**src/rtl/z16_fetch_unit.sv**
```systemverilog
// -----------------------------------------------------------------------------
// z16_fetch_unit
//
// Instruction-fetch sequencer for the Z16 core. Owns the single combinational
// read port of the instruction memory and shares it between sequential PC
// fetch and a debug read port. Fetched words land in a small prefetch FIFO
// that feeds decode over a valid/ready handshake. A branch redirect flushes
// the FIFO and restarts fetch at the target.
//
// Parameters
//   RESET_PC  fetch address after reset (bit 0 ignored)
//   DEPTH     prefetch FIFO entries, power of two in 2..8
//
// Optional feature
//   Z16_FETCH_HALT_EN  when defined, a fetched 16'h0000 word is delivered and
//                      then stops fetch (o_halted = 1) until the next redirect.
//                      When undefined, 16'h0000 is an ordinary instruction and
//                      o_halted is tied to 0.
//
// Ports
//   i_clk, i_rst_n            clock (rising edge), async active-low reset
//   o_imem_addr, i_imem_instr instruction memory port (read data same cycle)
//   o_instr, o_instr_pc       FIFO head word and its PC
//   o_instr_valid             FIFO non-empty
//   i_instr_ready             decode accepts the head this cycle
//   i_redirect, i_redirect_pc flush and restart fetch at the target
//   i_dbg_req, i_dbg_addr     debug read request (held until granted)
//   o_dbg_gnt                 debug owns the memory port this cycle
//   o_dbg_data, o_dbg_valid   registered debug read data, valid one cycle
//   o_halted                  fetch stopped by a halt word
// -----------------------------------------------------------------------------
module z16_fetch_unit #(
  parameter logic [15:0] RESET_PC = 16'h0000,
  parameter int          DEPTH    = 2
) (
  input  logic        i_clk,
  input  logic        i_rst_n,
  output logic [15:0] o_imem_addr,
  input  logic [15:0] i_imem_instr,
  output logic [15:0] o_instr,
  output logic [15:0] o_instr_pc,
  output logic        o_instr_valid,
  input  logic        i_instr_ready,
  input  logic        i_redirect,
  input  logic [15:0] i_redirect_pc,
  input  logic        i_dbg_req,
  input  logic [15:0] i_dbg_addr,
  output logic        o_dbg_gnt,
  output logic [15:0] o_dbg_data,
  output logic        o_dbg_valid,
  output logic        o_halted
);

  // Pointer and occupancy widths. DEPTH is a power of two, so the pointers
  // wrap naturally and the count needs one extra bit to represent "full".
  localparam int AW = (DEPTH > 1) ? $clog2(DEPTH) : 1;
  localparam int CW = $clog2(DEPTH + 1);

  localparam logic [CW-1:0] DEPTH_C  = CW'(DEPTH);
  localparam logic [CW-1:0] CNT_ONE  = CW'(1);
  localparam logic [AW-1:0] PTR_ONE  = AW'(1);
  localparam logic [15:0]   PC_RESET = {RESET_PC[15:1], 1'b0};

  // ---------------------------------------------------------------------------
  // State
  // ---------------------------------------------------------------------------
  logic [15:0]   fetch_pc_q, fetch_pc_d;
  logic [CW-1:0] count_q,    count_d;
  logic [AW-1:0] wr_ptr_q,   wr_ptr_d;
  logic [AW-1:0] rd_ptr_q,   rd_ptr_d;
  logic          dbg_last_q, dbg_last_d;
  logic          halted_q,   halted_d;
  logic          dbg_valid_q, dbg_valid_d;
  logic [15:0]   dbg_data_q,  dbg_data_d;

  // Each FIFO entry holds {pc, instr}.
  logic [31:0]   fifo_mem [DEPTH];

  // ---------------------------------------------------------------------------
  // Request / arbitration
  // ---------------------------------------------------------------------------
  logic pop;
  logic want_fetch;
  logic dbg_gnt;
  logic push;

  // Bit 0 of both byte addresses is discarded; the names keep that explicit.
  logic unused_addr_lsbs;
  assign unused_addr_lsbs = i_redirect_pc[0] ^ i_dbg_addr[0];

  assign pop        = (count_q != '0) && i_instr_ready;
  // A slot is available if the FIFO is not full, or if the head leaves this
  // same cycle. Redirect and halt suppress fetch entirely.
  assign want_fetch = !i_redirect && !halted_q && ((count_q < DEPTH_C) || pop);
  // Debug normally wins, except right after a debug grant when fetch also
  // wants the port: this alternates ownership under contention.
  assign dbg_gnt    = i_dbg_req && !(dbg_last_q && want_fetch);
  assign push       = want_fetch && !dbg_gnt;

  assign o_imem_addr = dbg_gnt ? {i_dbg_addr[15:1], 1'b0} : fetch_pc_q;
  assign o_dbg_gnt   = dbg_gnt;

  // ---------------------------------------------------------------------------
  // Next-state logic
  // ---------------------------------------------------------------------------
  always_comb begin
    // NOTE: every signal gets a default before any branch so no path leaves
    // it unassigned, which would otherwise infer a latch.
    fetch_pc_d  = fetch_pc_q;
    count_d     = count_q;
    wr_ptr_d    = wr_ptr_q;
    rd_ptr_d    = rd_ptr_q;
    halted_d    = halted_q;
    dbg_last_d  = dbg_gnt;
    dbg_valid_d = dbg_gnt;
    dbg_data_d  = dbg_gnt ? i_imem_instr : dbg_data_q;

    if (i_redirect) begin
      // Redirect overrides any push or pop this cycle.
      fetch_pc_d = {i_redirect_pc[15:1], 1'b0};
      count_d    = '0;
      wr_ptr_d   = '0;
      rd_ptr_d   = '0;
      halted_d   = 1'b0;
    end else begin
      if (push) begin
        wr_ptr_d   = wr_ptr_q + PTR_ONE;
        fetch_pc_d = fetch_pc_q + 16'd2;   // 16-bit, wraps FFFE -> 0000
      end
      if (pop) begin
        rd_ptr_d = rd_ptr_q + PTR_ONE;
      end
      if (push && !pop) begin
        count_d = count_q + CNT_ONE;
      end else if (pop && !push) begin
        count_d = count_q - CNT_ONE;
      end
`ifdef Z16_FETCH_HALT_EN
      // The halt word itself is still pushed; only later fetches stop.
      if (push && (i_imem_instr == 16'h0000)) begin
        halted_d = 1'b1;
      end
`endif
    end
  end

  // ---------------------------------------------------------------------------
  // Control registers
  // ---------------------------------------------------------------------------
  // NOTE: sequential state uses non-blocking assignments so every flop samples
  // the pre-edge values regardless of statement order.
  always_ff @(posedge i_clk or negedge i_rst_n) begin
    if (!i_rst_n) begin
      fetch_pc_q  <= PC_RESET;
      count_q     <= '0;
      wr_ptr_q    <= '0;
      rd_ptr_q    <= '0;
      dbg_last_q  <= 1'b0;
      halted_q    <= 1'b0;
      dbg_valid_q <= 1'b0;
      dbg_data_q  <= 16'h0000;
    end else begin
      fetch_pc_q  <= fetch_pc_d;
      count_q     <= count_d;
      wr_ptr_q    <= wr_ptr_d;
      rd_ptr_q    <= rd_ptr_d;
      dbg_last_q  <= dbg_last_d;
      halted_q    <= halted_d;
      dbg_valid_q <= dbg_valid_d;
      dbg_data_q  <= dbg_data_d;
    end
  end

  // ---------------------------------------------------------------------------
  // FIFO storage
  // ---------------------------------------------------------------------------
  // NOTE: the storage array has no reset; entries are only observable once
  // count says they hold a pushed word, so clearing them buys nothing.
  always_ff @(posedge i_clk) begin
    if (push) begin
      fifo_mem[wr_ptr_q] <= {fetch_pc_q, i_imem_instr};
    end
  end

  // ---------------------------------------------------------------------------
  // Outputs: all decode-side outputs come straight from registers.
  // ---------------------------------------------------------------------------
  assign o_instr_valid = (count_q != '0);
  assign o_instr_pc    = fifo_mem[rd_ptr_q][31:16];
  assign o_instr       = fifo_mem[rd_ptr_q][15:0];
  assign o_dbg_data    = dbg_data_q;
  assign o_dbg_valid   = dbg_valid_q;

`ifdef Z16_FETCH_HALT_EN
  assign o_halted = halted_q;
`else
  assign o_halted = 1'b0;
`endif

endmodule

```
**config.mk**
```make
export PLATFORM = sky130hd
export DESIGN_NAME = z16_fetch_unit
export DESIGN_NICKNAME = d
export VERILOG_FILES = /design/src/rtl/z16_fetch_unit.sv
export SDC_FILE = /design/constraint.sdc
export NUM_CORES = 1
export LEC_CHECK = 0
export CAP_MARGIN = 20
export CORE_MARGIN = 1.5
export CORE_UTILIZATION = 51
export DETAILED_ROUTE_END_ITERATION = 6
export GPL_TIMING_DRIVEN = 0
export PLACE_DENSITY = 0.85
export SETUP_SLACK_MARGIN = 0.05
export SYNTH_ARGS = -nofsm -noshare
export SYNTH_HDL_FRONTEND = slang
export SYNTH_SLANG_ARGS = --single-unit
```
**constraint.sdc**
```tcl
create_clock -name i_clk -period 6.7 [get_ports i_clk]
set_input_delay 1.34 -clock i_clk [delete_from_list [all_inputs] [get_ports i_clk]]
set_output_delay 1.34 -clock i_clk [all_outputs]
set_load 0.01 [all_outputs]
```
; Word-level counts from Yosys, hierarchy flattened
; Memory sizes are Yosys's and may differ from the RTL's.
; Cells that the tools add are included.
[totals]
ramBits = 64
out_inout_bits = 68
reg_bits = 37
n_memories = 1
elab_cells = 42
[mem_list]
columns = name, depth, width, rd, rd_ports_with_merged_regs, write_ports, line_no
row1 = fifo_mem, 2, 32, 1, 0, 1, 77  ; logic [31:0] fifo_mem [DEPTH];
[classes]
n_mux = 12
n_reduce_logical = 17
n_lt_le_gt_ge = 1
add_sub_neg = 5
[ops]
columns = cell, count
row1 = $mux 16, 3
row2 = $add 16x2->16 const B, 1
row3 = $logic_and 1x1->1, 7
row4 = $mux 1, 6
row5 = $mux 2, 3
row6 = $reduce_bool 2->1, 3
row7 = $logic_not 1->1, 5
row8 = $reduce_bool 3->1, 1
row9 = $add 1x1->1 const B, 2
row10 = $add 2x1->2 const B, 1
row11 = $lt 2x2->1 const B, 1
row12 = $sub 2x1->2 const B, 1
row13 = $logic_or 1x1->1, 1

; Depth between registers and ports, before layout
[depth]
depth_word = 14
mapped_depth = 5
ltp_nobuf = 5

; Least setup slack after synthesis
; OpenSTA, ideal clock, no wires.
[synth_timing]
path_type = input-to-reg
startpoint = in i_redirect
endpoint = mem fifo_mem[0][0], enable pin
path_buffers = 1
t_arrival_ns = 4.605
path_slack_ns = 1.599
path_stages = 2
setup_time_ns = 0.497
required_ns = 6.203
cell_sequence = clkbuf_1 nor4_1
[synth_via]
elab_chain_cells = 9
[synth_rtl]
columns = element, line_no
row1 = from (decl), 44  ; input logic i_redirect,
row2 = $logic_not 1->1 *, 94  ; assign want_fetch = !i_redirect && !halted_q && ((count_q < DEPTH_C) || pop);
row3 = $logic_and 1x1->1 *, 94
row4 = $logic_and 1x1->1, 97  ; assign dbg_gnt = i_dbg_req && !(dbg_last_q && want_fetch);
row5 = $logic_not 1->1, 97
row6 = $logic_and 1x1->1, 97
row7 = $logic_not 1->1, 98  ; assign push = want_fetch && !dbg_gnt;
row8 = $logic_and 1x1->1 *, 98
row9 = $mux 1 *, 180  ; if (push) begin
row10 = $mux 1 (not written as such) *, 181  ; fifo_mem[wr_ptr_q] <= {fetch_pc_q, i_imem_instr};
row11 = to (decl), 77
; Mark *: on every way between the ends. The rest lies on a longest branch, timed or not.

; Worst setup path after layout
[layout_timing]
startpoint = in i_instr_ready
endpoint = out o_imem_addr[15]
[layout_via]
elab_chain_cells = 7
[layout_rtl]
columns = element, line_no
row1 = from (decl), 43  ; input logic i_instr_ready,
row2 = $logic_and 1x1->1, 91  ; assign pop = (count_q != '0) && i_instr_ready;
row3 = $logic_or 1x1->1, 94
row4 = $logic_and 1x1->1, 94
row5 = $logic_and 1x1->1, 97
row6 = $logic_not 1->1, 97
row7 = $logic_and 1x1->1, 97
row8 = $mux 16, 100  ; assign o_imem_addr = dbg_gnt ? {i_dbg_addr[15:1], 1'b0} : fetch_pc_q;
row9 = to (decl), 38  ; output logic [15:0] o_imem_addr,
; Every way passes these cells.

==> reports/metrics.csv <==
stage,metric,value,unit
sta,report.final.slew_viol_count,0,
worst_setup_path,cp_slowest_stage_delay,560,ps
sta,fin_crit_sh,77.72,%
sta,skew,10.17,ps
clock_tree,htree_num_levels,3,
clock_tree,cts_root_buffer,clkbuf_8,
worst_setup_path,path_cells,clkdlybuf4s50_1 > nor2b_1 > clkbuf_1 > o21ai_1 > buf_2 > mux2_2 > clkdlybuf4s50_1,
yosys,ys_ff_latch,98,
yosys,synth_top_area_share,44.25,%
pwr,ir_drop,0.1403,mV
placement,gp_congestion,0.8492,
yosys,synth.avg_cell_area,15.03,um^2
clock_tree,cts_buffer_depth,2,
placement,dp_hpwl,6.420,mm
yosys,muxShareOfSynthArea,16.83,%
floorplanning,core,7848,um^2
worst_setup_path,cp_slowest_cell,clkdlybuf4s50_1,
layout,drive_gt1_share,23.98,%
sta,setup_viol,0,
placement,placed_cells,503,
worst_setup_path,critPathLaunch,i_instr_ready,
routing,first_iter_violations,87,
yosys,synth.cell_area,4208,um^2
grt,grt_pass1_vias,2918,
worst_setup_path,rrSetupSlack,4430,ps
sta,fmax,192.0,MHz
layout,multi_input_area,1359,um^2
clock_tree,cts-resized-gates,0,
routing,avgViaCountPerCell,5.408,
clock_tree,cts_tree,yes,
floorplanning,chipWidth,93.83,um
layout,final_cells,519,
worst_setup_path,crit_family,buffers and inverters,
worst_setup_path,crit_fanout,10,
grt,antenna_found_initial,0,
outcome,status,completed,
job,drv_cap,0,
grt,grt_max_degree,37,
clock_tree,cts.clk_slew.worst_paths,90,ps
pwr,power_leakage,2.092,nW
placement,io_buffers,115,
worst_setup_path,critPathCapture,o_imem_addr[15],
worst_setup_path,worstPathRequired,5360,ps
worst_setup_path,reg2reg_depth,4,
worst_setup_path,r2r_start,count_q[1],
worst_setup_path,path_buf_inv,4,
layout,antennaDiodeCount,0,
yosys,synth_xor_area_share,1.665,%
worst_setup_path,cp.depth,7,
pwr,finalPower,1.462,mW
sta,rsz0062_at_grt,no,
clock_tree,hold_buffers,0,
clock_tree,cts-buffers-inserted,9,
clock_tree,clk-insertion-delay-late,360,ps
routing,wl_per_cell,17.40,um
worst_setup_path,critPathMostFrequentCell,clkdlybuf4s50_1,
yosys,yosysSeqAreaShare,65.66,%
routing,via_count,2807,
layout,seqCellArea,2763,um^2
sta,slew-limit-headroom,41.81,%
floorplanning,start_util,53.62,%
layout,nets,466,
placement,placed_area,5530,um^2
floorplanning,ios,121,
yosys,synth_top_family_by_area,multiplexers,
pwr,p_per_area,254.4,nW/um^2
yosys,synthTopCellsByArea,"edfxtp_1 44%, dfrtp_1 21%, mux2_2 17%",
routing,drc,0,
yosys,synth_warnings,0,
routing,drt-total-wl,9.029,mm
sta,worstMarginPinSlew,872.8,ps
clock_tree,cts_setup_buffers,0,
yosys,synthAdderAreaFrac,0.2974,%
grt,gr-total-overflow,0,
worst_setup_path,crit_type,input port to output pin,
layout,area_growth,36.57,%
sta,setup_ws,1493,ps
placement,place_worst_setup_slack,1498,ps
sta,hold_viol,0,
layout,fin_util,73.23,%
worst_setup_path,r2r_end,fifo_mem[1][4],
yosys,synthDistinctLibCells,50,
worst_setup_path,start_kind,input port,
routing,first_pass_iters,4,
yosys,yosysTopAreaCell,edfxtp_1,
yosys,ys.flop_type,edfxtp_1,
yosys,synth-simple-area-share,8.861,%
worst_setup_path,critPathCaptureType,output pin,
clock_tree,cts_sinks,98,
layout,post-route-cell-area,5747,um^2
yosys,synthArstFlopShare,36.73,%
worst_setup_path,arrival,3870,ps
floorplanning,core.rowCount,32,
yosys,synthTopCellsByCount,"62 x edfxtp_1, 62 x mux2_2, 36 x dfrtp_1",
layout,num-fill-cells,534,
yosys,netlist_instances,280,
sta,timing.hold.ws,511.5,ps
sta,fin_tns_setup,0,ps
yosys,synth_edf_count,62,
floorplanning,die_area,8804,um^2
grt,track_usage,21.64,%
sta,final.min_clock_period,5207,ps
hold_path,min_path_type,register to register,
routing,antenna_left,0,
grt,grt_first_pass_wirelength,14.15,mm
floorplanning,die_y,93.83,um
yosys,synth_compound_area_share,4.193,%
worst reg2reg max path, delay by kind of cell, from the launching register on:
| kind | cells | cell delay [ps] |
|---|---|---|
| simple gates | 3 | 1240 |
| buf+inv | 1 | 220 |
| flops | 1 | 430 |
per-layer routing:
layer  global-route usage [%]  part of all wire, %  up-vias
met2                    36.17                   51      128
li1                         -                    -     1300
met3                    4.854                  6.6       11
met1                    27.09                   41     1368
met4                    9.328                  1.2        0
met5                        0                    0        -
worst min path at each step:
stage,start,endpoint,slack [ps],cells after the start
after floorplan,fetch_pc_q[14],fifo_mem[0][30],480,0
after global placement,o_dbg_data[2],o_dbg_data[2],490,1
after detailed placement,o_dbg_data[3],o_dbg_data[3],500,1
after CTS,o_dbg_data[3],o_dbg_data[3],520,1
after global routing,o_dbg_data[14],o_dbg_data[14],530,1
final,o_dbg_data[3],o_dbg_data[3],510,1
layout by cell type, fill, tap and decap left out, drive strengths merged, types with 4 or more instances in the layout:
cell type | synthesis | final
inv | 5 | 6
nand2b | 5 | 5
dfrtp | 36 | 36
nand2 | 14 | 14
nand3 | 5 | 5
clkdlybuf4s50 | 0 | 114
nand4 | 4 | 4
a31oi | 5 | 5
o31a | 4 | 4
clkbuf | 4 | 14
nor4 | 4 | 4
mux2 | 62 | 62
buf | 11 | 16
nor2 | 7 | 7
edfxtp | 62 | 62
o21ai | 12 | 12
xnor2 | 5 | 5
final cells by class:
class,count,share of cell area (%)
clock inverters,6,1.546
flip-flops and latches,98,48.07
clock buffers,10,2.221
inverters,6,0.3919
plain buffers,15,1.372
multi-input cells,163,23.64
well taps,102,2.221
repair buffers,119,20.53
logic make-up after synthesis:
kind of cell | Yosys count
AO/OA/AOI/OAI | 28
XOR/XNOR | 8
adder cells (fa/ha/maj) | 1
buffers and inverters | 21
flip-flops | 98
multiplexers | 63
other | 1
AND/OR/NAND/NOR | 60
sequential cells by signal (all words and copies together) (netlist names):
register	count
fetch_pc_q	15
o_dbg_data	16
fifo_mem	62
o_dbg_valid	1
wr_ptr_q	1
rd_ptr_q	1
count_q	2
report_power, final:
part | switching (mW) | internal [mW]
Combinational | 0.131 | 0.184
Clock | 0.198 | 0.211
Sequential | 0.0347 | 0.703
Note: power is estimated with default switching activity, not from simulation.
